`src/rtl/mdio_master_if.sv`:
```
// Command/response bus between the MDIC register logic and the Clause-22 MDIO master.
interface mdio_master_if;
    localparam int unsigned ADDR_W = 5;
    localparam int unsigned DATA_W = 16;

    logic              eni;
    logic              op_rd;
    logic              pre_sup;
    logic [ADDR_W-1:0] phy_addr;
    logic [ADDR_W-1:0] reg_addr;
    logic [DATA_W-1:0] wdatai;
    logic              busy;
    logic              done;
    logic [DATA_W-1:0] rdatao;
    logic              rd_err;

    modport master (
        output eni, op_rd, pre_sup, phy_addr, reg_addr, wdatai,
        input  busy, done, rdatao, rd_err
    );

    modport slave (
        input  eni, op_rd, pre_sup, phy_addr, reg_addr, wdatai,
        output busy, done, rdatao, rd_err
    );
endinterface

```
`src/rtl/mdio_master.sv`:
```
// Clause-22 MDIO master: divides clk down to MDC, serialises one read/write frame per
// accepted command and returns read data plus a no-PHY (turnaround) error flag.
module mdio_master #(
    parameter int unsigned CLK_DIV = 2,
    parameter int unsigned PRE_LEN = 32
) (
    input  logic         clk,
    input  logic         rst,
    mdio_master_if.slave cmd,
    output logic         mdc_o,
    input  logic         mdio_i,
    output logic         mdio_o,
    output logic         mdio_oe
);
    localparam int unsigned DIV_W  = (CLK_DIV > 1) ? $clog2(CLK_DIV) : 1;
    localparam int unsigned CNT_W  = 6;
    localparam int unsigned FRM_W  = 32;
    localparam int unsigned DATA_W = 16;
    localparam logic [DIV_W-1:0] DIV_LAST = DIV_W'(CLK_DIV - 1);
    localparam logic [CNT_W-1:0] PRE_LAST = CNT_W'((PRE_LEN > 0) ? PRE_LEN - 1 : 0);
    localparam logic [CNT_W-1:0] HDR_LAST = CNT_W'(13);
    localparam logic [CNT_W-1:0] TA_LAST  = CNT_W'(1);
    localparam logic [CNT_W-1:0] DAT_LAST = CNT_W'(15);
    localparam bit               HAS_PRE  = (PRE_LEN != 0);

    typedef enum logic [2:0] {
        S_IDLE,
        S_PRE,
        S_HDR,
        S_TA,
        S_DATA,
        S_DONE
    } state_e;

    state_e              state_q, state_d, nxt_state;
    logic [DIV_W-1:0]    div_q, div_d;
    logic [CNT_W-1:0]    cnt_q, cnt_d;
    logic                mdc_q, mdc_d;
    logic                busy_q, busy_d;
    logic                done_q, done_d;
    logic                op_rd_q, op_rd_d;
    logic [FRM_W-1:0]    tx_q, tx_d;
    logic [DATA_W-1:0]   rsh_q, rsh_d;
    logic [DATA_W-1:0]   rdata_q, rdata_d;
    logic                rd_err_q, rd_err_d;
    logic                mdio_o_q, mdio_o_d;
    logic                mdio_oe_q, mdio_oe_d;
    logic [FRM_W-1:0]    frame;
    logic                drive;

    assign cmd.busy   = busy_q;
    assign cmd.done   = done_q;
    assign cmd.rdatao = rdata_q;
    assign cmd.rd_err = rd_err_q;
    assign mdc_o      = mdc_q;
    assign mdio_o     = mdio_o_q;
    assign mdio_oe    = mdio_oe_q;

    // Next-state, divider, bit counter and pad drive
    always_comb begin
        state_d   = state_q;
        div_d     = div_q;
        cnt_d     = cnt_q;
        mdc_d     = mdc_q;
        busy_d    = busy_q;
        done_d    = 1'b0;
        op_rd_d   = op_rd_q;
        tx_d      = tx_q;
        rsh_d     = rsh_q;
        rdata_d   = rdata_q;
        rd_err_d  = rd_err_q;
        mdio_o_d  = mdio_o_q;
        mdio_oe_d = mdio_oe_q;
        nxt_state = state_q;
        drive     = 1'b0;
        frame     = {2'b01, (cmd.op_rd ? 2'b10 : 2'b01), cmd.phy_addr, cmd.reg_addr,
                     2'b10, cmd.wdatai};

        case (state_q)
            S_IDLE, S_DONE: begin
                state_d = S_IDLE;
                if (cmd.eni) begin
                    op_rd_d   = cmd.op_rd;
                    rd_err_d  = 1'b0;
                    busy_d    = 1'b1;
                    mdc_d     = 1'b0;
                    div_d     = '0;
                    mdio_oe_d = 1'b1;
                    if (HAS_PRE && !cmd.pre_sup) begin
                        state_d  = S_PRE;
                        cnt_d    = PRE_LAST;
                        mdio_o_d = 1'b1;
                        tx_d     = frame;
                    end else begin
                        state_d  = S_HDR;
                        cnt_d    = HDR_LAST;
                        mdio_o_d = frame[FRM_W-1];
                        tx_d     = {frame[FRM_W-2:0], 1'b0};
                    end
                end
            end
            default: begin
                if (div_q != DIV_LAST) begin
                    div_d = div_q + DIV_W'(1);
                end else begin
                    div_d = '0;
                    if (!mdc_q) begin
                        // Rising MDC: the PHY's read turnaround and data are sampled here
                        mdc_d = 1'b1;
                        if (op_rd_q && state_q == S_TA && cnt_q == '0) rd_err_d = mdio_i;
                        if (op_rd_q && state_q == S_DATA) rsh_d = {rsh_q[DATA_W-2:0], mdio_i};
                    end else begin
                        mdc_d = 1'b0;
                        cnt_d = cnt_q - CNT_W'(1);
                        if (cnt_q == '0) begin
                            case (state_q)
                                S_PRE:   begin nxt_state = S_HDR;  cnt_d = HDR_LAST; end
                                S_HDR:   begin nxt_state = S_TA;   cnt_d = TA_LAST;  end
                                S_TA:    begin nxt_state = S_DATA; cnt_d = DAT_LAST; end
                                default: nxt_state = S_DONE;
                            endcase
                        end
                        state_d = nxt_state;
                        if (nxt_state == S_DONE) begin
                            done_d    = 1'b1;
                            busy_d    = 1'b0;
                            mdio_oe_d = 1'b0;
                            mdio_o_d  = 1'b1;
                            if (op_rd_q) rdata_d = rsh_q;
                        end else if (nxt_state == S_PRE) begin
                            mdio_o_d = 1'b1;
                        end else begin
                            // Reads release the line from the first turnaround bit onward
                            drive     = !(op_rd_q && (nxt_state == S_TA || nxt_state == S_DATA));
                            mdio_oe_d = drive;
                            mdio_o_d  = drive ? tx_q[FRM_W-1] : 1'b1;
                            tx_d      = {tx_q[FRM_W-2:0], 1'b0};
                        end
                    end
                end
            end
        endcase
    end

    always_ff @(posedge clk) begin
        if (rst) begin
            state_q   <= S_IDLE;
            div_q     <= '0;
            cnt_q     <= '0;
            mdc_q     <= 1'b0;
            busy_q    <= 1'b0;
            done_q    <= 1'b0;
            op_rd_q   <= 1'b0;
            tx_q      <= '0;
            rsh_q     <= '0;
            rdata_q   <= '0;
            rd_err_q  <= 1'b0;
            mdio_o_q  <= 1'b1;
            mdio_oe_q <= 1'b0;
        end else begin
            state_q   <= state_d;
            div_q     <= div_d;
            cnt_q     <= cnt_d;
            mdc_q     <= mdc_d;
            busy_q    <= busy_d;
            done_q    <= done_d;
            op_rd_q   <= op_rd_d;
            tx_q      <= tx_d;
            rsh_q     <= rsh_d;
            rdata_q   <= rdata_d;
            rd_err_q  <= rd_err_d;
            mdio_o_q  <= mdio_o_d;
            mdio_oe_q <= mdio_oe_d;
        end
    end
endmodule

```
`src/flat_wrapper.sv`:
```
// flat-port wrapper written by rule: the top's interface ports become plain ports
module mdio_master_flat 
#(
    parameter int unsigned CLK_DIV = 2,
    parameter int unsigned PRE_LEN = 32
)
  (clk, rst, mdc_o, mdio_i, mdio_o, mdio_oe, cmd_eni, cmd_op_rd, cmd_pre_sup, cmd_phy_addr, cmd_reg_addr, cmd_wdatai, cmd_busy, cmd_done, cmd_rdatao, cmd_rd_err);
  mdio_master_if cmd_i ();
  input  logic clk;
  input  logic rst;
  output logic mdc_o;
  input  logic mdio_i;
  output logic mdio_o;
  output logic mdio_oe;
  input wire logic [$bits(cmd_i.eni)-1:0] cmd_eni;
  input wire logic [$bits(cmd_i.op_rd)-1:0] cmd_op_rd;
  input wire logic [$bits(cmd_i.pre_sup)-1:0] cmd_pre_sup;
  input wire logic [$bits(cmd_i.phy_addr)-1:0] cmd_phy_addr;
  input wire logic [$bits(cmd_i.reg_addr)-1:0] cmd_reg_addr;
  input wire logic [$bits(cmd_i.wdatai)-1:0] cmd_wdatai;
  output wire logic [$bits(cmd_i.busy)-1:0] cmd_busy;
  output wire logic [$bits(cmd_i.done)-1:0] cmd_done;
  output wire logic [$bits(cmd_i.rdatao)-1:0] cmd_rdatao;
  output wire logic [$bits(cmd_i.rd_err)-1:0] cmd_rd_err;
  assign cmd_i.eni = cmd_eni;
  assign cmd_i.op_rd = cmd_op_rd;
  assign cmd_i.pre_sup = cmd_pre_sup;
  assign cmd_i.phy_addr = cmd_phy_addr;
  assign cmd_i.reg_addr = cmd_reg_addr;
  assign cmd_i.wdatai = cmd_wdatai;
  assign cmd_busy = cmd_i.busy;
  assign cmd_done = cmd_i.done;
  assign cmd_rdatao = cmd_i.rdatao;
  assign cmd_rd_err = cmd_i.rd_err;
  mdio_master #(.CLK_DIV(CLK_DIV), .PRE_LEN(PRE_LEN)) u_core (.clk(clk), .rst(rst), .cmd(cmd_i), .mdc_o(mdc_o), .mdio_i(mdio_i), .mdio_o(mdio_o), .mdio_oe(mdio_oe));
endmodule
```
`config.mk`:
```
export PLATFORM = sky130hd
export DESIGN_NAME = mdio_master_flat
export DESIGN_NICKNAME = d
export VERILOG_FILES = /design/src/rtl/mdio_master_if.sv /design/src/rtl/mdio_master.sv /design/src/flat_wrapper.sv
export SDC_FILE = /design/constraint.sdc
export NUM_CORES = 1
export LEC_CHECK = 0
export BUFFER_PORTS_ARGS = -buffer_cell sky130_fd_sc_hd__buf_2
export CAP_MARGIN = 5
export CORE_MARGIN = 5
export CORE_UTILIZATION = 40
export DETAILED_ROUTE_END_ITERATION = 10
export GPL_ROUTABILITY_DRIVEN = 1
export PLACE_DENSITY = 0.6
export SLEW_MARGIN = 20
export SYNTH_ARGS = -nofsm -noshare
export SYNTH_HDL_FRONTEND = slang
export SYNTH_SLANG_ARGS = --single-unit
```
`constraint.sdc`:
```
create_clock -name clk -period 2.7 [get_ports clk]
set_input_delay 0.54 -clock clk [delete_from_list [all_inputs] [get_ports clk]]
set_output_delay 0.54 -clock clk [all_outputs]
set_load 0.05 [all_outputs]
```
==> impl_metrics.yaml, run 1 <==
worst_setup_path:
  crit_fanout: 33
  worstPathRequired_ns: 2.98
  cp-end-kind: "register"
  worstSetupStartpointType: "register"
  arrival_ns: 2.67
  reg2reg_from: "u_core.state_q[1]$_SDFFE_PP0P_"
  r2r_end: "u_core.tx_q[29]$_SDFFE_PP0P_"
  critPathLaunch: "u_core.state_q[1]$_SDFFE_PP0P_"
  reg2reg_slack_ns: 0.31
  r2r_cells: 5
  crit_type: "reg -> reg"
synthesis:
  synth_top_cell_area_share_pct: 41.4
  synth_cells: 477
  synth_edf_count: 0
  syn-num-nets: 512
  ys.flop_type: "dfxtp_1"
  ys_warn_count: 0
  yosysSeqAreaShare_pct: 41.4
  netlist_top_cells_area: "dfxtp_1 41%, mux2i_1 10%, nand2_1 10%"
  synthArstFlopShare_pct: 0
  yosysUniqueCellTypes: 53
  ys_ff_latch: 81
  netlist_area_mm2: 0.00391
  synth.largest_area_cell: "dfxtp_1"
  avgSynthCellArea_um2: 8.20
clocking:
  htree_num_levels: 3
  clk_latency_ns: 0.35
  cts.path.max_buffers: 2
  cts_made_buffers: 9
  cts_tree: "done"
  cts.clk_slew.worst_paths_ns: 0.09
  root_buffer: "clkbuf_8"
  cts.sinks: 81
  cts_setup_buffers: 0
grt:
  overflow: 0
  grt_max_degree: 46
  grt_pass1_vias: 3321
  grt_pass1_wl_mm: 15.6
  antenna_found_initial: 0
  grt_use_total_pct: 16.2
timing:
  max_slew_margin_pct: 52.2
  finalMaxSlewViolations: 0
  holdWs_ns: 0.439
  worst_slew_pin_slew_ns: 0.716
  fin_tns_setup_ns: 0
  min_period_ns: 2.39
  rsz0062_at_grt: "false"
  fmax_ghz: 0.419
  finalClockSkew_ns: 0.00939
  timing.final.crit_share_pct: 88.3
  setup_viol: 0
  hold_viol: 0
drt:
  ant_nets: 0
  routedWlPerCell_um: 14.0
  postRouteWirelength_mm: 9.17
  vias: 3543
  drcViolationCount: 0
  viasPerCell: 5.40
  drt_iter0_markers: 159
  dr.pass1.iters: 5
place:
  gp_congestion: 0.873
  placed_area_mm2: 0.00432
  hpwl_mm: 6.29
  port_buffers: 53
power_and_ir_drop:
  ir_worst_vdd_mv: 0.561
  p_leak_uw: 0.00189
  power.density_mw_per_mm2: 935
run_status:
  status: "finished clean"
floorplan:
  rows: 36
  initial_core_util_pct: 40.6
  dieArea_mm2: 0.0119
  die_h_um: 109
  coreArea_mm2: 0.00964
  die_x_um: 109
  ios: 54
hold_path:
  hp-start: "mdio_i"
  holdPathStages: 3
  min_path_type: "in -> reg"
  holdPathEnd: "u_core.rsh_q[0]$_SDFFE_PP0P_"
finish:
  finalInstanceArea_mm2: 0.00453
  drive_gt1_share_pct: 17.6
  nets: 553
  areaGrowthSynthToFinish_pct: 15.9
  postLayoutCoreUtil_pct: 47.0
  antenna_cells: 0
job:
  maxCapViolCount: 0
## state kept, by name, summed over array words and instances (netlist names)
register and cells:
u_core.cmd.busy 1, u_core.tx_q 32, u_core.cmd.done 1, u_core.cmd.rd_err 1, u_core.state_q 3, u_core.op_rd_q 1
u_core.mdc_o 1, u_core.mdio_oe 1, u_core.mdio_o 1, u_core.rsh_q 16, u_core.cnt_q 6, u_core.cmd.rdatao 16
u_core.div_q 1
## through the flow
step	setup WS, ns	total power, uW	instances
6_report	0.315	4240	656
5_1_grt	0.0721	4560	656
4_1_cts	0.213	4260	656
3_5_place_dp	0.244	3310	640
3_3_place_gp	0.338	3280	640
2_1_floorplan	0.664	2880	477
## metal layers
layer,global-route usage (%),part of all wire [%],up-vias
met5,0,0,-
met4,5.23,0.86,0
met3,4.20,5.1,8
met2,25.4,47,79
met1,21.6,47,1677
li1,-,-,1779
## worst max-delay path by stage
| stage | to | slack [ns] | cells past startpoint |
|---|---|---|---|
| finish | u_core.tx_q[29]$_SDFFE_PP0P_ | 0.31 | 5 |
| global route | u_core.cmd.rdatao[6]$_SDFFE_PP0P_ | 0.07 | 8 |
| detailed placement | u_core.cmd.rdatao[4]$_SDFFE_PP0P_ | 0.24 | 8 |
| global placement | u_core.cmd.rdatao[4]$_SDFFE_PP0P_ | 0.34 | 8 |
| CTS | u_core.cmd.rdatao[8]$_SDFFE_PP0P_ | 0.21 | 8 |
| floorplan | u_core.tx_q[10]$_SDFFE_PP0P_ | 0.66 | 6 |
## timing repair
item                                    in CTS  in global routing
resized for setup                            0                  1
endpoints found under the setup margin       0                 12
endpoints found under the hold margin        0                  0
hold buffers                                 0                  0
## layout by cell type, fill, tap and decap left out, types with 4 or more instances in the layout
cell type and n:
clkbuf_8 10, nand3_1 4, buf_2 53, inv_1 6, mux2i_1 40, buf_4 13
o211ai_1 32, o21ai_0 8, nor3_1 8, nor2_1 34, nand2_1 106, a311oi_1 5
dfxtp_1 81, a21oi_1 61
## synthesized netlist by cell type (2+ instances only)
master and instances:
a211oi_1 2, nor2_2 2, buf_6 2, o21ai_0 8, dfxtp_1 81, nor4_1 3, ha_1 3, buf_2 7
nor2b_1 3, nand4_1 2, nand2_1 106, and3b_1 2, nand4b_1 2, a31oi_1 3, clkbuf_1 25, a311oi_1 5
nor3_1 8, o32ai_1 2, nor2_1 35, a21oi_1 61, buf_4 2, inv_1 6, nor4b_1 2, o211ai_1 32
nand3_1 4, nand2b_1 2, mux2i_1 40, o31ai_1 2
## logic make-up after synthesis
group	count (synthesis)	share of synthesized area (%)
AOI/OAI and AO/OA	128	21.4
xor gates and xnor gates	1	0.416
adders and majority gates	3	0.959
buffers and inverters	43	4.92
DFF	81	41.4
muxes	40	10.2
and+or+nand+nor	181	20.6
## worst max-delay path: stages, from the launching register on
cell and delay [ns]:
dfxtp_1 0.70, and3b_1 0.30, o32ai_4 0.44, o311a_4 0.52
o211ai_1 0.16, a21oi_1 0.18
## power breakdown
part / internal (uW) / switching [uW] / total (uW)
logic: 611 / 1080 / 1690
clock network: 466 / 477 / 943
registers: 1420 / 184 / 1610
## layout make-up
cell class / instances / area [um^2]
Fill cell: 1017 / 5100
Multi-Input combinational cell: 353 / 2130
Sequential cell: 81 / 1620
Timing Repair Buffer: 67 / 383
Tap cell: 133 / 166
Clock buffer: 10 / 138
Clock inverter: 6 / 75.1
Inverter: 6 / 22.5
No activity file was read; power rests on OpenSTA's default activity.
==> inputs of run 2 (changes only) <==
- CTS_BUF_LIST: default -> sky130_fd_sc_hd__clkbuf_16
==> run 2 against run 1 <==
Non-clock buffer count stayed put. Worst setup slack worse by 0.0028 ns. Clock power is 30% higher. Maximum frequency is 0.12% lower. Critical path depth stayed put. Count of clock-buffer cells in the layout is 1 lower. Register-to-register slack hardly changed. Clock skew is 0.0029 ns lower. Critical endpoint unchanged. Largest cell class unchanged.
==> impl_metrics.yaml, run 2 (same netlist as run 1, synthesis figures left out) <==
drt:
  drcViolationCount: 0
  postRouteWirelength_mm: 9.17
  ant_nets: 0
  drt_iter0_markers: 173
  viasPerCell: 5.44
  routedWlPerCell_um: 14.0
  dr.pass1.iters: 5
  vias: 3571
grt:
  grt_pass1_vias: 3324
  grt_use_total_pct: 16.1
  antenna_found_initial: 0
  grt_pass1_wl_mm: 15.7
  grt_max_degree: 46
  overflow: 0
finish:
  areaGrowthSynthToFinish_pct: 18.2
  regArea_mm2: 0.00162
  fillers: 997
  nets: 553
  final_cell_mix: "106 x nand2_1, 81 x dfxtp_1, 61 x a21oi_1, 53 x buf_2, 40 x mux2i_1"
  final_common_cell: "nand2_1"
  antenna_cells: 0
  multi_input_area_mm2: 0.00213
  largest-register: "u_core.tx_q"
  largest_register_ffs: 32
  drive_gt1_share_pct: 17.4
floorplan:
  rows: 36
  die_x_um: 109
  initial_core_util_pct: 40.6
  dieArea_mm2: 0.0119
  die_h_um: 109
  coreArea_mm2: 0.00964
  ios: 54
job:
  maxCapViolCount: 0
timing:
  fin_tns_setup_ns: 0
  min_period_ns: 2.39
  hold_viol: 0
  finalMaxSlewViolations: 0
  worst_slew_pin_slew_ns: 0.740
  holdWs_ns: 0.455
  timing.final.crit_share_pct: 88.4
  rsz0062_at_grt: "false"
  finalClockSkew_ns: 0.00653
  fmax_ghz: 0.419
  max_slew_margin_pct: 50.6
  setup_viol: 0
worst_setup_path:
  worstSetupStartpointType: "register"
  cp-end-kind: "register"
  crit_fanout: 33
  arrival_ns: 2.64
  worstPathRequired_ns: 2.96
  crit_type: "reg -> reg"
clocking:
  cts_made_buffers: 9
  holdBufCountCts: 0
  cts_resized: 0
  cts_tree: "done"
  cts_setup_buffers: 0
  cts.clk_slew.worst_paths_ns: 0.07
  cts.path.max_buffers: 2
  root_buffer: "clkbuf_16"
  htree_num_levels: 3
  cts.sinks: 81
  clk_latency_ns: 0.33
place:
  port_buffers: 53
  hpwl_mm: 6.29
  gp_congestion: 0.873
power_and_ir_drop:
  power.density_mw_per_mm2: 980
  ir_worst_vdd_mv: 0.596
  p_leak_uw: 0.00193
run_status:
  status: "finished clean"
hold_path:
  min_path_type: "reg -> reg"
[run 2: cell count changes in the layout (fill, tap and decap cells not counted), sizes merged]
cell / previous run / this run
clkbuf: 10 / 9
clkinv: 2 / 3
[run 2: area by class of cell]
cell class                 count  share of cell area, %
clock buffer                   9                   4.87
inverter                       6                  0.487
timing repair buffer          67                   8.28
multi-input combinational    353                   46.0
sequential                    81                   35.1
clock inverter                 7                   1.70
tap                          133                   3.60
[run 2: report_power, final]
group	total (uW)	switching [uW]	internal, uW
Combinational	1700	1090	611
Clock	1230	503	726
Sequential	1610	185	1420
[run 2: path summary, 6_finish.rpt]
kind,from,end,slack [ns],cells past startpoint
max reg2reg,u_core.state_q[1]$_SDFFE_PP0P_,u_core.tx_q[29]$_SDFFE_PP0P_,0.31,5
min,u_core.tx_q[15]$_SDFFE_PP0P_,u_core.tx_q[15]$_SDFFE_PP0P_,0.45,2
min reg2reg,u_core.tx_q[15]$_SDFFE_PP0P_,u_core.tx_q[15]$_SDFFE_PP0P_,0.45,2
max,u_core.state_q[1]$_SDFFE_PP0P_,u_core.tx_q[29]$_SDFFE_PP0P_,0.31,5
[run 2: metrics by stage]
stage | instances | setup slack (ns) | util (%) | power, uW | area (um^2)
after floorplan | 477 | 0.664 | - | 2880 | 3910
after detailed placement | 640 | 0.244 | 44.8 | 3310 | 4320
after CTS | 656 | 0.217 | 47.9 | 4550 | 4620
after global routing | 656 | 0.0884 | 48.0 | 4860 | 4630
after global placement | 640 | 0.338 | 44.8 | 3280 | 4320
final | 656 | 0.312 | 48.0 | 4530 | 4630
[run 2: layer usage]
layer  GRT usage, %  up-vias  wire length, um
li1               -     1787                -
met1           21.8     1678             4230
met2           25.6       94             4330
met3           3.67       12              506
met4           4.60        0              108
met5              0        -                0
[run 2: critical path, cell delays in order, from the launching register on]
cell and delay, ns:
dfxtp_1 0.69, and3b_1 0.30, o32ai_4 0.44, o311a_4 0.53, o211ai_1 0.16, a21oi_1 0.18
==> inputs of run 3 (changes only) <==
- PLACE_DENSITY: 0.6 -> 0.68
==> run 3 against run 2 <==
Via count down 2.0%. Global-route usage increased by 0.38 points. Non-clock buffer count shrank 3. Count of clock-buffer cells in the layout unchanged. Final cell count decreased by 0.46%. Sequential power about the same. Hold slack is essentially flat. First-iteration DRC count rose by 8.1%. Register-to-register slack better by 0.05 ns. Wire length shrank 0.12%. Largest cell class unchanged. Largest power group unchanged.
==> impl_metrics.yaml, run 3 (same netlist as run 1, synthesis figures left out) <==
power_and_ir_drop:
  intPower_uw: 2750
  p_comb_share_pct: 36.3
  power_frac_clock_pct: 27.7
  ir_worst_vdd_mv: 0.395
  pwr-share-seq_pct: 36.0
  switching_share_pct: 39.3
  fin_total_pwr_uw: 4520
  p_leak_uw: 0.00191
  p_switching_uw: 1780
  power.density_mw_per_mm2: 985
timing:
  hold_viol: 0
  finalMaxSlewViolations: 0
  timing.final.crit_share_pct: 86.6
  worst_slew_pin_slew_ns: 0.766
  fin_tns_setup_ns: 0
  holdWs_ns: 0.455
  finalClockSkew_ns: 0.00877
  fmax_ghz: 0.428
  rsz0062_at_grt: "false"
  max_slew_margin_pct: 48.8
  setup_viol: 0
  min_period_ns: 2.34
clocking:
  cts.clk_slew.worst_paths_ns: 0.07
  cts.path.max_buffers: 2
  root_buffer: "clkbuf_16"
  cts_setup_buffers: 0
  htree_num_levels: 3
  cts_tree: "done"
  cts.sinks: 81
  clk_latency_ns: 0.33
  holdBufCountCts: 0
  cts_made_buffers: 9
  cts_resized: 0
place:
  hpwl_mm: 6.29
  port_buffers: 53
  gp_congestion: 0.912
worst_setup_path:
  reg2reg_slack_ns: 0.36
  worstSetupStartpointType: "register"
  crit_fanout: 18
  worstPathRequired_ns: 2.96
  cp-end-kind: "register"
  crit_type: "reg -> reg"
  arrival_ns: 2.60
drt:
  vias: 3499
  drt_iter0_markers: 187
  dr.pass1.iters: 4
  ant_nets: 0
  drcViolationCount: 0
  postRouteWirelength_mm: 9.16
  routedWlPerCell_um: 14.0
  viasPerCell: 5.36
finish:
  largest-register: "u_core.tx_q"
  multi_input_area_mm2: 0.00212
  drive_gt1_share_pct: 17.1
  nets: 550
  regArea_mm2: 0.00162
  areaGrowthSynthToFinish_pct: 17.4
  final_common_cell: "nand2_1"
  final_cell_mix: "106 x nand2_1, 81 x dfxtp_1, 61 x a21oi_1, 53 x buf_2, 40 x mux2i_1"
  fillers: 998
  antenna_cells: 0
  largest_register_ffs: 32
floorplan:
  die_h_um: 109
  rows: 36
  initial_core_util_pct: 40.6
  coreArea_mm2: 0.00964
  ios: 54
  die_x_um: 109
  dieArea_mm2: 0.0119
grt:
  antenna_found_initial: 0
  overflow: 0
  grt_pass1_wl_mm: 15.8
  grt_max_degree: 39
  grt_pass1_vias: 3350
  grt_use_total_pct: 16.5
hold_path:
  min_path_type: "reg -> reg"
job:
  maxCapViolCount: 0
run_status:
  status: "finished clean"
run 3: worst max-delay path, stage by stage, from the launching register on:
cell and delay (ns):
dfxtp_1 0.66, nand2b_1 0.32, o311ai_4 0.75, buf_4 0.32
nand2_1 0.07, a21oi_1 0.14
run 3: stage by stage:
| stage | util, % | setup slack [ns] | cells | cell area [um^2] |
|---|---|---|---|---|
| finish | 47.7 | 0.361 | 653 | 4590 |
| global route | 47.7 | 0.163 | 653 | 4590 |
| CTS | 47.7 | 0.393 | 653 | 4590 |
| detailed placement | 44.4 | 0.425 | 637 | 4280 |
| global placement | 44.4 | 0.487 | 637 | 4280 |
| floorplan | - | 0.664 | 477 | 3910 |
run 3: layout make-up:
class / count / area share [%]
inverter: 6 / 0.490
timing repair buffer: 64 / 7.57
clock inverter: 7 / 1.88
multi-input combinational: 353 / 46.2
sequential: 81 / 35.3
tap: 133 / 3.62
clock buffer: 9 / 4.90
run 3: path summary, 6_finish.rpt:
path / start / to / depth (start not counted)
setup / recovery: u_core.state_q[0]$_SDFFE_PP0P_ / u_core.tx_q[19]$_SDFFE_PP0P_ / 5
hold / removal: u_core.tx_q[0]$_SDFFE_PP0P_ / u_core.tx_q[0]$_SDFFE_PP0P_ / 2
setup reg to reg: u_core.state_q[0]$_SDFFE_PP0P_ / u_core.tx_q[19]$_SDFFE_PP0P_ / 5
hold reg to reg: u_core.tx_q[0]$_SDFFE_PP0P_ / u_core.tx_q[0]$_SDFFE_PP0P_ / 2
run 3: power by group through the flow:
stage / Sequential (uW) / Combinational [uW] / Clock (uW)
after detailed placement: 1640 / 1630 / 0
final: 1630 / 1640 / 1250
after global routing: 1660 / 1840 / 1340
after global placement: 1640 / 1600 / 0
after floorplan: 1620 / 1260 / 0
after CTS: 1620 / 1640 / 1280
run 3: layer usage:
layer | GRT usage [%] | vias up | wire, um
li1 | - | 1775 | -
met3 | 4.62 | 18 | 479
met2 | 25.1 | 93 | 4090
met5 | 0 | - | 0
met1 | 22.3 | 1613 | 4390
met4 | 5.77 | 0 | 204
